[src/rtl/apb_usrt_ctrl.sv]
// rtl/apb_usrt_ctrl.sv - APB slave USRT with TX/RX FIFOs and a programmable uClk divider
// Frame: start 0, DATA_W bits LSB first, optional parity, stop 1; Tx moves on uClk fall, Rx sampled on rise.

module apb_usrt_fifo #(
    parameter int W     = 8,
    parameter int DEPTH = 4
) (
    input  logic         clk,
    input  logic         reset,
    input  logic         push,
    input  logic [W-1:0] push_data,
    input  logic         pop,
    output logic [W-1:0] head,
    output logic         empty,
    output logic         full
);
    localparam int AW = $clog2(DEPTH);

    logic [W-1:0] mem [DEPTH];
    logic [AW:0]  wr_ptr;
    logic [AW:0]  rd_ptr;
    logic         do_push;
    logic         do_pop;

    assign empty   = (wr_ptr == rd_ptr);
    assign full    = (wr_ptr[AW] != rd_ptr[AW]) && (wr_ptr[AW-1:0] == rd_ptr[AW-1:0]);
    assign do_pop  = pop & ~empty;
    // A full FIFO still takes a push when a pop frees a slot in the same cycle.
    assign do_push = push & (~full | do_pop);
    assign head    = mem[rd_ptr[AW-1:0]];

    always_ff @(posedge clk) begin
        if (reset) begin
            wr_ptr <= '0;
            rd_ptr <= '0;
        end else begin
            if (do_push) wr_ptr <= wr_ptr + (AW+1)'(1);
            if (do_pop)  rd_ptr <= rd_ptr + (AW+1)'(1);
        end
    end

    always_ff @(posedge clk) begin
        if (do_push) mem[wr_ptr[AW-1:0]] <= push_data;
    end
endmodule

module apb_usrt_ctrl #(
    parameter int DATA_W     = 8,
    parameter int FIFO_DEPTH = 4,
    parameter int ADDR_W     = 4,
    parameter int DIV_RESET  = 39
) (
    input  logic              pClk,
    input  logic              pReset,
    input  logic              pSelect,
    input  logic              pEnable,
    input  logic              pWrite,
    input  logic [ADDR_W-1:0] pAddress,
    input  logic [DATA_W-1:0] pWData,
    output logic [DATA_W-1:0] pRData,
    output logic              pReady,
    output logic              pSlvErr,
    output logic              uClk,
    output logic              Tx,
    input  logic              Rx,
    output logic              irq
);
    localparam int CW = $clog2(DATA_W);
    localparam logic [CW-1:0] LAST = CW'(DATA_W - 1);
    localparam logic [1:0] REG_DATA = 2'd0, REG_STATUS = 2'd1, REG_CTRL = 2'd2, REG_DIV = 2'd3;

    typedef enum logic [2:0] {TX_IDLE, TX_START, TX_DATA, TX_PARITY, TX_STOP} tx_state_t;
    typedef enum logic [1:0] {RX_IDLE, RX_DATA, RX_PARITY, RX_STOP} rx_state_t;

    logic [4:0]        ctrl;
    logic [DATA_W-1:0] div;
    logic              parity_err, frame_err, overrun;
    logic              tx_en, rx_en, par_en, par_odd, irq_en;

    logic              access, mapped;
    logic [1:0]        sel;
    logic              data_wr, data_rd, status_wr, ctrl_wr, div_wr;

    logic [DATA_W-1:0] tx_head, rx_head;
    logic              tx_empty, tx_full, rx_empty, rx_full;

    tx_state_t         tx_state, tx_state_n;
    logic [DATA_W-1:0] tx_sh, tx_sh_n;
    logic [CW-1:0]     tx_cnt, tx_cnt_n;
    logic              tx_par, tx_par_n, tx_q, tx_n, tx_pop;

    rx_state_t         rx_state, rx_state_n;
    logic [DATA_W-1:0] rx_sh, rx_sh_n;
    logic [CW-1:0]     rx_cnt, rx_cnt_n;
    logic              rx_push, set_par, set_frame, set_ovr;

    logic [DATA_W-1:0] div_cnt;
    logic              uclk_q, run, wrap, rise_evt, fall_evt;

    assign {irq_en, par_odd, par_en, rx_en, tx_en} = ctrl;

    assign access    = pSelect & pEnable;
    assign pReady    = access;
    assign sel       = pAddress[3:2];
    assign mapped    = (pAddress[1:0] == 2'b00) && ((pAddress >> 4) == '0);
    assign data_wr   = access &  pWrite & mapped & (sel == REG_DATA);
    assign data_rd   = access & ~pWrite & mapped & (sel == REG_DATA);
    assign status_wr = access &  pWrite & mapped & (sel == REG_STATUS);
    assign ctrl_wr   = access &  pWrite & mapped & (sel == REG_CTRL);
    assign div_wr    = access &  pWrite & mapped & (sel == REG_DIV);
    assign pSlvErr   = (data_wr & tx_full & ~tx_pop) | (data_rd & rx_empty);
    assign set_ovr   = rx_push & rx_full & ~data_rd;

    always_comb begin
        pRData = '0;
        if (access && !pWrite && mapped) begin
            case (sel)
                REG_DATA:   if (!rx_empty) pRData = rx_head;
                REG_STATUS: pRData[6:0] = {overrun, frame_err, parity_err,
                                           rx_full, rx_empty, tx_full, tx_empty};
                REG_CTRL:   pRData[4:0] = ctrl;
                default:    pRData = div;
            endcase
        end
    end

    apb_usrt_fifo #(.W(DATA_W), .DEPTH(FIFO_DEPTH)) u_tx_fifo (
        .clk(pClk), .reset(pReset), .push(data_wr), .push_data(pWData),
        .pop(tx_pop), .head(tx_head), .empty(tx_empty), .full(tx_full)
    );

    apb_usrt_fifo #(.W(DATA_W), .DEPTH(FIFO_DEPTH)) u_rx_fifo (
        .clk(pClk), .reset(pReset), .push(rx_push), .push_data(rx_sh),
        .pop(data_rd), .head(rx_head), .empty(rx_empty), .full(rx_full)
    );

    // The clock keeps running while a frame is in flight so that clearing tx_en can finish it.
    assign run      = tx_en | rx_en | (tx_state != TX_IDLE);
    assign wrap     = run & (div_cnt == div) & ~div_wr;
    assign rise_evt = wrap & ~uclk_q;
    assign fall_evt = wrap &  uclk_q;
    assign uClk     = uclk_q;
    assign Tx       = tx_q;

    always_ff @(posedge pClk) begin
        if (pReset || !run) begin
            div_cnt <= '0;
            uclk_q  <= 1'b0;
        end else if (div_wr) begin
            div_cnt <= '0;
        end else if (div_cnt == div) begin
            div_cnt <= '0;
            uclk_q  <= ~uclk_q;
        end else begin
            div_cnt <= div_cnt + DATA_W'(1);
        end
    end

    always_comb begin
        tx_state_n = tx_state;
        tx_sh_n    = tx_sh;
        tx_cnt_n   = tx_cnt;
        tx_par_n   = tx_par;
        tx_n       = tx_q;
        tx_pop     = 1'b0;
        if (fall_evt) begin
            case (tx_state)
                TX_IDLE, TX_STOP: begin
                    tx_n       = 1'b1;
                    tx_state_n = TX_IDLE;
                    if (tx_en && !tx_empty) begin
                        tx_pop     = 1'b1;
                        tx_sh_n    = tx_head;
                        tx_par_n   = ^tx_head ^ par_odd;
                        tx_n       = 1'b0;
                        tx_state_n = TX_START;
                    end
                end
                TX_START: begin
                    tx_n       = tx_sh[0];
                    tx_sh_n    = tx_sh >> 1;
                    tx_cnt_n   = '0;
                    tx_state_n = TX_DATA;
                end
                TX_DATA: begin
                    if (tx_cnt == LAST) begin
                        tx_n       = par_en ? tx_par : 1'b1;
                        tx_state_n = par_en ? TX_PARITY : TX_STOP;
                    end else begin
                        tx_n     = tx_sh[0];
                        tx_sh_n  = tx_sh >> 1;
                        tx_cnt_n = tx_cnt + CW'(1);
                    end
                end
                TX_PARITY: begin
                    tx_n       = 1'b1;
                    tx_state_n = TX_STOP;
                end
                default: tx_state_n = TX_IDLE;
            endcase
        end
    end

    always_comb begin
        rx_state_n = rx_state;
        rx_sh_n    = rx_sh;
        rx_cnt_n   = rx_cnt;
        rx_push    = 1'b0;
        set_par    = 1'b0;
        set_frame  = 1'b0;
        if (!rx_en) begin
            rx_state_n = RX_IDLE;
        end else if (rise_evt) begin
            case (rx_state)
                RX_IDLE: begin
                    if (!Rx) begin
                        rx_state_n = RX_DATA;
                        rx_cnt_n   = '0;
                    end
                end
                RX_DATA: begin
                    rx_sh_n  = {Rx, rx_sh[DATA_W-1:1]};
                    rx_cnt_n = rx_cnt + CW'(1);
                    if (rx_cnt == LAST) rx_state_n = par_en ? RX_PARITY : RX_STOP;
                end
                RX_PARITY: begin
                    set_par    = (Rx != (^rx_sh ^ par_odd));
                    rx_state_n = RX_STOP;
                end
                default: begin
                    set_frame  = ~Rx;
                    rx_push    = 1'b1;
                    rx_state_n = RX_IDLE;
                end
            endcase
        end
    end

    always_ff @(posedge pClk) begin
        if (pReset) begin
            ctrl       <= '0;
            div        <= DATA_W'(DIV_RESET);
            parity_err <= 1'b0;
            frame_err  <= 1'b0;
            overrun    <= 1'b0;
            irq        <= 1'b0;
            tx_state   <= TX_IDLE;
            tx_sh      <= '0;
            tx_cnt     <= '0;
            tx_par     <= 1'b0;
            tx_q       <= 1'b1;
            rx_state   <= RX_IDLE;
            rx_sh      <= '0;
            rx_cnt     <= '0;
        end else begin
            if (ctrl_wr) ctrl <= pWData[4:0];
            if (div_wr)  div  <= pWData;
            // A new error event wins over a simultaneous write-1-to-clear.
            parity_err <= set_par   | (parity_err & ~(status_wr & pWData[4]));
            frame_err  <= set_frame | (frame_err  & ~(status_wr & pWData[5]));
            overrun    <= set_ovr   | (overrun    & ~(status_wr & pWData[6]));
            irq        <= irq_en & (~rx_empty | tx_empty | parity_err | frame_err | overrun);
            tx_state   <= tx_state_n;
            tx_sh      <= tx_sh_n;
            tx_cnt     <= tx_cnt_n;
            tx_par     <= tx_par_n;
            tx_q       <= tx_n;
            rx_state   <= rx_state_n;
            rx_sh      <= rx_sh_n;
            rx_cnt     <= rx_cnt_n;
        end
    end
endmodule

[config.mk]
export PLATFORM = sky130hd
export DESIGN_NAME = apb_usrt_ctrl
export DESIGN_NICKNAME = d
export VERILOG_FILES = /design/src/rtl/apb_usrt_ctrl.sv
export SDC_FILE = /design/constraint.sdc
export NUM_CORES = 1
export LEC_CHECK = 0
export BUFFER_PORTS_ARGS = -buffer_cell sky130_fd_sc_hd__buf_2
export CELL_PAD_IN_SITES_DETAIL_PLACEMENT = 1
export CELL_PAD_IN_SITES_GLOBAL_PLACEMENT = 1
export CORE_AREA = 4 4 123 125
export DETAILED_ROUTE_END_ITERATION = 10
export DIE_AREA = 0 0 127 129
export GPL_TIMING_DRIVEN = 0
export PLACE_DENSITY_LB_ADDON = 0.25
export SYNTH_ARGS = -nofsm -noshare
export SYNTH_HDL_FRONTEND = slang
export SYNTH_SLANG_ARGS = --single-unit
[constraint.sdc]
create_clock -name pClk -period 5.85 [get_ports pClk]
set_clock_uncertainty 0.15 [all_clocks]
set_input_delay 0.8775 -clock pClk [delete_from_list [all_inputs] [get_ports pClk]]
set_output_delay 0.8775 -clock pClk [all_outputs]
set_load 0.005 [all_outputs]
# After elaboration in Yosys (flattened, before gate mapping)
# Memory sizes are Yosys's and may differ from the RTL's. A register that Yosys moved wholly into a read port is not among the register bits.
# Cells that the tools add are included.
# W data, S select, Z words.
# op_classes
n_mux,44
n_bitwise,58
n_reduce_logical,34
addsub,7
n_eq_ne,24
# ops
cell,count
$mux W8,4
$and A1 B1 Y1,30
$pmux W8 S3,1
$mux W1,21
$add A3 B1 Y3 const B,6
$reduce_xor A8 Y1,2
$pmux W5 S3,1
$not A1 Y1,14
$mux W2,6
$mux W3,4
$or A1 B1 Y1,12
$pmux W2 S3,2
$pmux W3 S2,2
$pmux W3 S4,1
$reduce_and A3 Y1,4
$ne A2 B2 Y1 const B,5
$eq A3 B3 Y1 const B,3
$add A8 B1 Y8 const B,1
$eq A8 B8 Y1,1
$reduce_and A4 Y1,2
$eq A2 B2 Y1 const B,3
$eq A3 B2 Y1 const B,2
$eq A3 B3 Y1,2
$logic_not A2 Y1,3
17 further kinds,35
# totals
ramBits,64
inputBits,18
reg_bits,67
out_inout_bits,13
n_memories,2
wordCells,189
# mem_list
memory,depth,width,rd,rd_ports_with_merged_regs,write_ports,line,source
u_rx_fifo.mem,4,8,1,1,1,19,logic [W-1:0] mem [DEPTH];
u_tx_fifo.mem,4,8,1,1,1,19,

# Logic depth before layout (Yosys ltp)
# logic_depth
depth_word,13
depth_mapped,8
mapped_depth_nobuf,8

# Cells and area by module
# A second synthesis with hierarchy kept.
# hier_totals
cells_unflattened,565
area_unflattened_um2,6623.9
# modules_own_cells
mod,area_each_um2,n_inst,seq_area_each_um2,cells_per_inst
apb_usrt_fifo,1699.1,2,1121.1,97
apb_usrt_ctrl,3225.6,1,1101.1,371

# Worst setup path after synthesis
# OpenSTA, ideal clock, no wires.
# synth_path
path_kind,input port to output port
from,in pAddress[0]
to,out pSlvErr
stages,6
t_arrival_ns,2.058
n_path_buf,0
setup_slack_ns,2.765
t_required_ns,4.823
path_cell_list,and4bb_4 -> nand4_1 -> nand3_1 -> o21ai_0 -> o2bb2a_1 -> nor3_1
# synth_via
elab_chain_cells,10
word_cells_on_any_way,15
classes_between,mux: 1; bitwise: 13; reduce/logical: 1
# synth_lines
element,line,source
"start, declared",58,"input logic [ADDR_W-1:0] pAddress,"
$logic_not A2 Y1 *,105,assign mapped = (pAddress[1:0] == 2'b00) && ((pAddress >> 4) == '0);
$and A1 B1 Y1,"106, 110",
$and A1 B1 Y1,110,assign div_wr = access & pWrite & mapped & (sel == REG_DIV);
$not A1 Y1 (no line),n/a,
$and A1 B1 Y1,139,assign wrap = run & (div_cnt == div) & ~div_wr;
$and A1 B1 Y1,141,assign fall_evt = wrap & uclk_q;
$mux W1,166,if (fall_evt) begin
$not A1 Y1,111,assign pSlvErr = (data_wr & tx_full & ~tx_pop) | (data_rd & rx_empty);
$and A1 B1 Y1,111,
$or A1 B1 Y1 *,111,
"end, declared",62,"output logic pSlvErr,"
# Every way passes the cells marked *; elsewhere a longest branch is shown, timed or not.

# Worst setup path after layout
# layout_path
from,in pAddress[2]
to,out pSlvErr
# layout_via
elab_chain_cells,9
word_cells_on_any_way,14
classes_between,eq/ne: 1; mux: 1; bitwise: 11; reduce/logical: 1
# layout_lines
element,line
$eq A2 B2 Y1,110
$and A1 B1 Y1,110
$not A1 Y1 (no line),n/a
$and A1 B1 Y1,139
$and A1 B1 Y1,141
$mux W1,166
$not A1 Y1,111
$and A1 B1 Y1,111
$or A1 B1 Y1 *,111
# Marked as above.

==> summary.md <==
| Metric | Value |
|---|---|
| Mapped cell area | 6200 um2 |
| Clk Latency, worst-skew pair | 430 ps |
| Final-report hold violation count | 0 |
| Final period util | 67.7% |
| Seq/Total Area, Yosys | 53.9% |
| Final WL | 16.2 mm |
| Post-DP Area | 6570 um2 |
| Sequential cell area | 3340 um2 |
| Wirelength per Cell | 20.7 um |
| Least-Margin Pin Slew | 934 ps |
| Final core occ | 51.5% |
| R2R depth | 6 |
| Max-slew violations | 0 |
| Core area | 13,900 um2 |
| RSZ-0062 raised after global routing | no |
| Share of the synthesized area in the top cell type | 31.0% |
| Worst Hold Launch | tx_cnt[1] |
| Die Span Y | 129 um |
| Pwr/cell area | 289 nW/um2 |
| P_leak | 2.57 nW |
| Tot Pwr | 2.06 mW |
| First-pass GRT wire length | 26.3 mm |
| Worst-path maximum fanout | 10 |
| Synth Flop Type | dfxtp_1 |
| Worst hold margin | 313 ps |
| Ys Warns | 0 |
| Root Driver | clkbuf_16 |
| Top cell type by total area after synthesis | edfxtp_1 |
| Top post-synthesis cells by area | edfxtp_1 31%, dfxtp_1 23%, mux4_2 5.8%, xnor2_1 4.2%, ha_1 3.8% |
| Drt initial violations | 210 |
| Vias per std cell | 5.62 |
| Cell count after synthesis | 540 |
| Clk buf depth | 2 |
| IO Count | 31 |
| Vias in the first global route | 4,823 |
| Finished Cell Area | 7140 um2 |
| Htree depth | 4 |
| Initial Util | 44.7% |
| RR Endpoint | u_rx_fifo.mem[2][2] |
| DRC Markers | 0 |
| Final Critical Period | 3960 ps |
| Number of synthesized register bits | 135 |
| Num rows | 43 |
| Via count | 4,393 |
| Synth unique cells | 56 |
| Max stage delay on crit path | 420 ps |
| Hold-fix buffers, CTS | 0 |
| Mean post-synth cell area | 11.5 um2 |
| Slew HR | 37.7% |
| CP Launch Type | primary input |
| Cells after DPL | 749 |
| Final setup margin | 1890 ps |
| CP max-delay cell | o2bb2a_1 |
| Crit Path Class | in -> out |
| Critical Path AT | 2940 ps |
| # Max-Cap Violations | 0 |
| Syn-to-layout area delta | 15.2% |
| Min-delay worst type | reg -> reg |
| Die area | 16,400 um2 |
| Tot GR Track Use | 21.3% |
| Clock transition at path regs | 60 ps |
| Crit path top cell by count | buf_2 |
| Setup Buffers After CTS | 0 |
| R2r setup slk | 2950 ps |
| Hpwl dp | 11.9 mm |
| # setup viols final | 0 |
| Post-DRT Antenna Nets | 0 |
| Async S/R FF share, synth | 0% |
| CTS tree | yes |
| Input/output buffers | 29 |
| Area occupied by multi-input gates | 2700 um2 |
| Max frequency | 0.252 GHz |
| FILL cells | 1,494 |
| EDFF count, synth | 64 |
| CP Data Required Time | 4820 ps |
| RR Startpoint | div[7] |
| Largest net degree at the start of global routing | 17 |
| TritonCTS Sinks | 135 |
| GRT Residual Overflow | 0 |
| Worst VDD drop | 0.181 mV |
| Setup_tns | 0 ps |
| TritonCTS buffer count | 17 |
| Resized Gates After CTS | 0 |
| Syn_nets | 577 |
| First-pass iteration count of the detailed router | 4 |
| DIE WIDTH | 127 um |
| # diodes | 0 |
| Share of cells above drive strength 1 | 15.1% |
| Initial antenna violation count | 0 |
| Routability cong. | 0.840 |
| Status | complete, no violations |
| Pre-CTS setup slack | 1920 ps |
| Nets | 626 |
| CP endpoint kind | output pin |
| Final std cells w/o fill | 782 |
| Worst path cell trace | buf_2, clkbuf_1, nand4_1, nand3_1, o21ai_0, o2bb2a_1, nor3_1, buf_2 |
| Hold Path Cell Cnt | 2 |
| Worst-case hold path end point | tx_cnt[1] |
sequential cells by signal, indices dropped and copies added (netlist names), 5 cells and up, named ones only:
| name | flops |
|---|---|
| div_cnt | 8 |
| u_tx_fifo.mem | 32 |
| u_rx_fifo.mem | 32 |
| rx_sh | 8 |
| ctrl | 5 |
| div | 8 |
| tx_sh | 8 |
power by group:
part           total (mW)  switching (mW)  internal, mW  leakage [nW]
clock network        1.03           0.407         0.625         0.264
registers           0.986        0.000814         0.985          1.21
logic              0.0447          0.0318        0.0129          1.09
total                2.06           0.440          1.62          2.57
per-layer routing:
layer  GRT usage (%)  wire [um]
met5               0          0
met4            9.34        435
met3            4.65        706
met2            35.9       8120
met1            26.4       6900
cell usage in the layout, fill, tap and decap left out, types with 3 or more instances in the layout:
master,instances
xor2_1,12
ha_1,19
or3_1,5
clkbuf_1,23
and4_1,3
nor3b_1,4
nand2b_1,8
buf_2,31
mux2i_1,20
a21oi_1,30
nand3_1,21
nor2_1,44
clkinvlp_4,4
a31oi_1,5
inv_1,15
mux4_2,16
and2_1,5
nand4_1,6
nor2b_1,4
dfxtp_1,71
xnor2_1,30
edfxtp_1,64
a211oi_1,16
clkbuf_16,17
nand2_1,50
nor3_1,9
o21ai_0,10
nand3b_1,5
and3_1,10
layout make-up:
cell class | instances | share of cell area (%)
flip-flops and latches | 135 | 46.8
well taps | 180 | 3.15
inverters | 15 | 0.788
clock buffers | 20 | 6.11
plain buffers | 24 | 1.45
multi-input cells | 366 | 37.7
clock inverters | 12 | 1.82
repair buffers | 30 | 2.14
cells in the mapped netlist, types with 2 or more instances:
| cell type | number |
|---|---|
| or4_1 | 2 |
| or3_1 | 5 |
| a32oi_1 | 2 |
| and3_1 | 10 |
| nand3b_1 | 5 |
| inv_1 | 15 |
| edfxtp_1 | 64 |
| a21boi_0 | 2 |
| a21oi_1 | 30 |
| nand4_1 | 6 |
| nand3_1 | 21 |
| nor2_1 | 44 |
| or3b_2 | 2 |
| clkbuf_1 | 20 |
| and4_1 | 3 |
| mux4_2 | 16 |
| dfxtp_1 | 71 |
| o21ai_0 | 10 |
| a2bb2oi_1 | 2 |
| mux2i_1 | 20 |
| and2_1 | 5 |
| nor2b_1 | 4 |
| a31oi_1 | 5 |
| nand2b_1 | 8 |
| nor3b_1 | 4 |
| buf_2 | 2 |
| xnor2_1 | 30 |
| nor3_1 | 9 |
| nand2_1 | 50 |
| xor2_1 | 12 |
| ha_1 | 19 |
| o31ai_1 | 2 |
| a211oi_1 | 16 |
| or2_0 | 2 |
logic make-up after synthesis:
kind of cell | share of synthesized area [%]
xor gates and xnor gates | 6.30
muxes | 9.04
adders and majority gates | 3.84
buffers and inverters | 2.58
DFF | 53.9
and+or+nand+nor | 16.0
AOI/OAI and AO/OA | 8.30
critical path, delay by kind of cell:
family / cells / cell delay, ps
AOI/OAI and AO/OA: 2 / 760
and+or+nand+nor: 3 / 670
buffers and inverters: 3 / 620
worst max-delay path by stage:
stage | depth (start not counted) | startpoint | slack (ps) | endpoint
finish | 8 | pAddress[2] | 1890 | pSlvErr
global route | 8 | pAddress[2] | 1730 | pSlvErr
CTS | 8 | pAddress[2] | 1940 | pSlvErr
detailed placement | 8 | pAddress[2] | 1920 | pSlvErr
global placement | 8 | pAddress[2] | 1960 | pSlvErr
floorplan | 6 | pAddress[0] | 2760 | pSlvErr
Note: power is estimated with default switching activity, not from simulation.
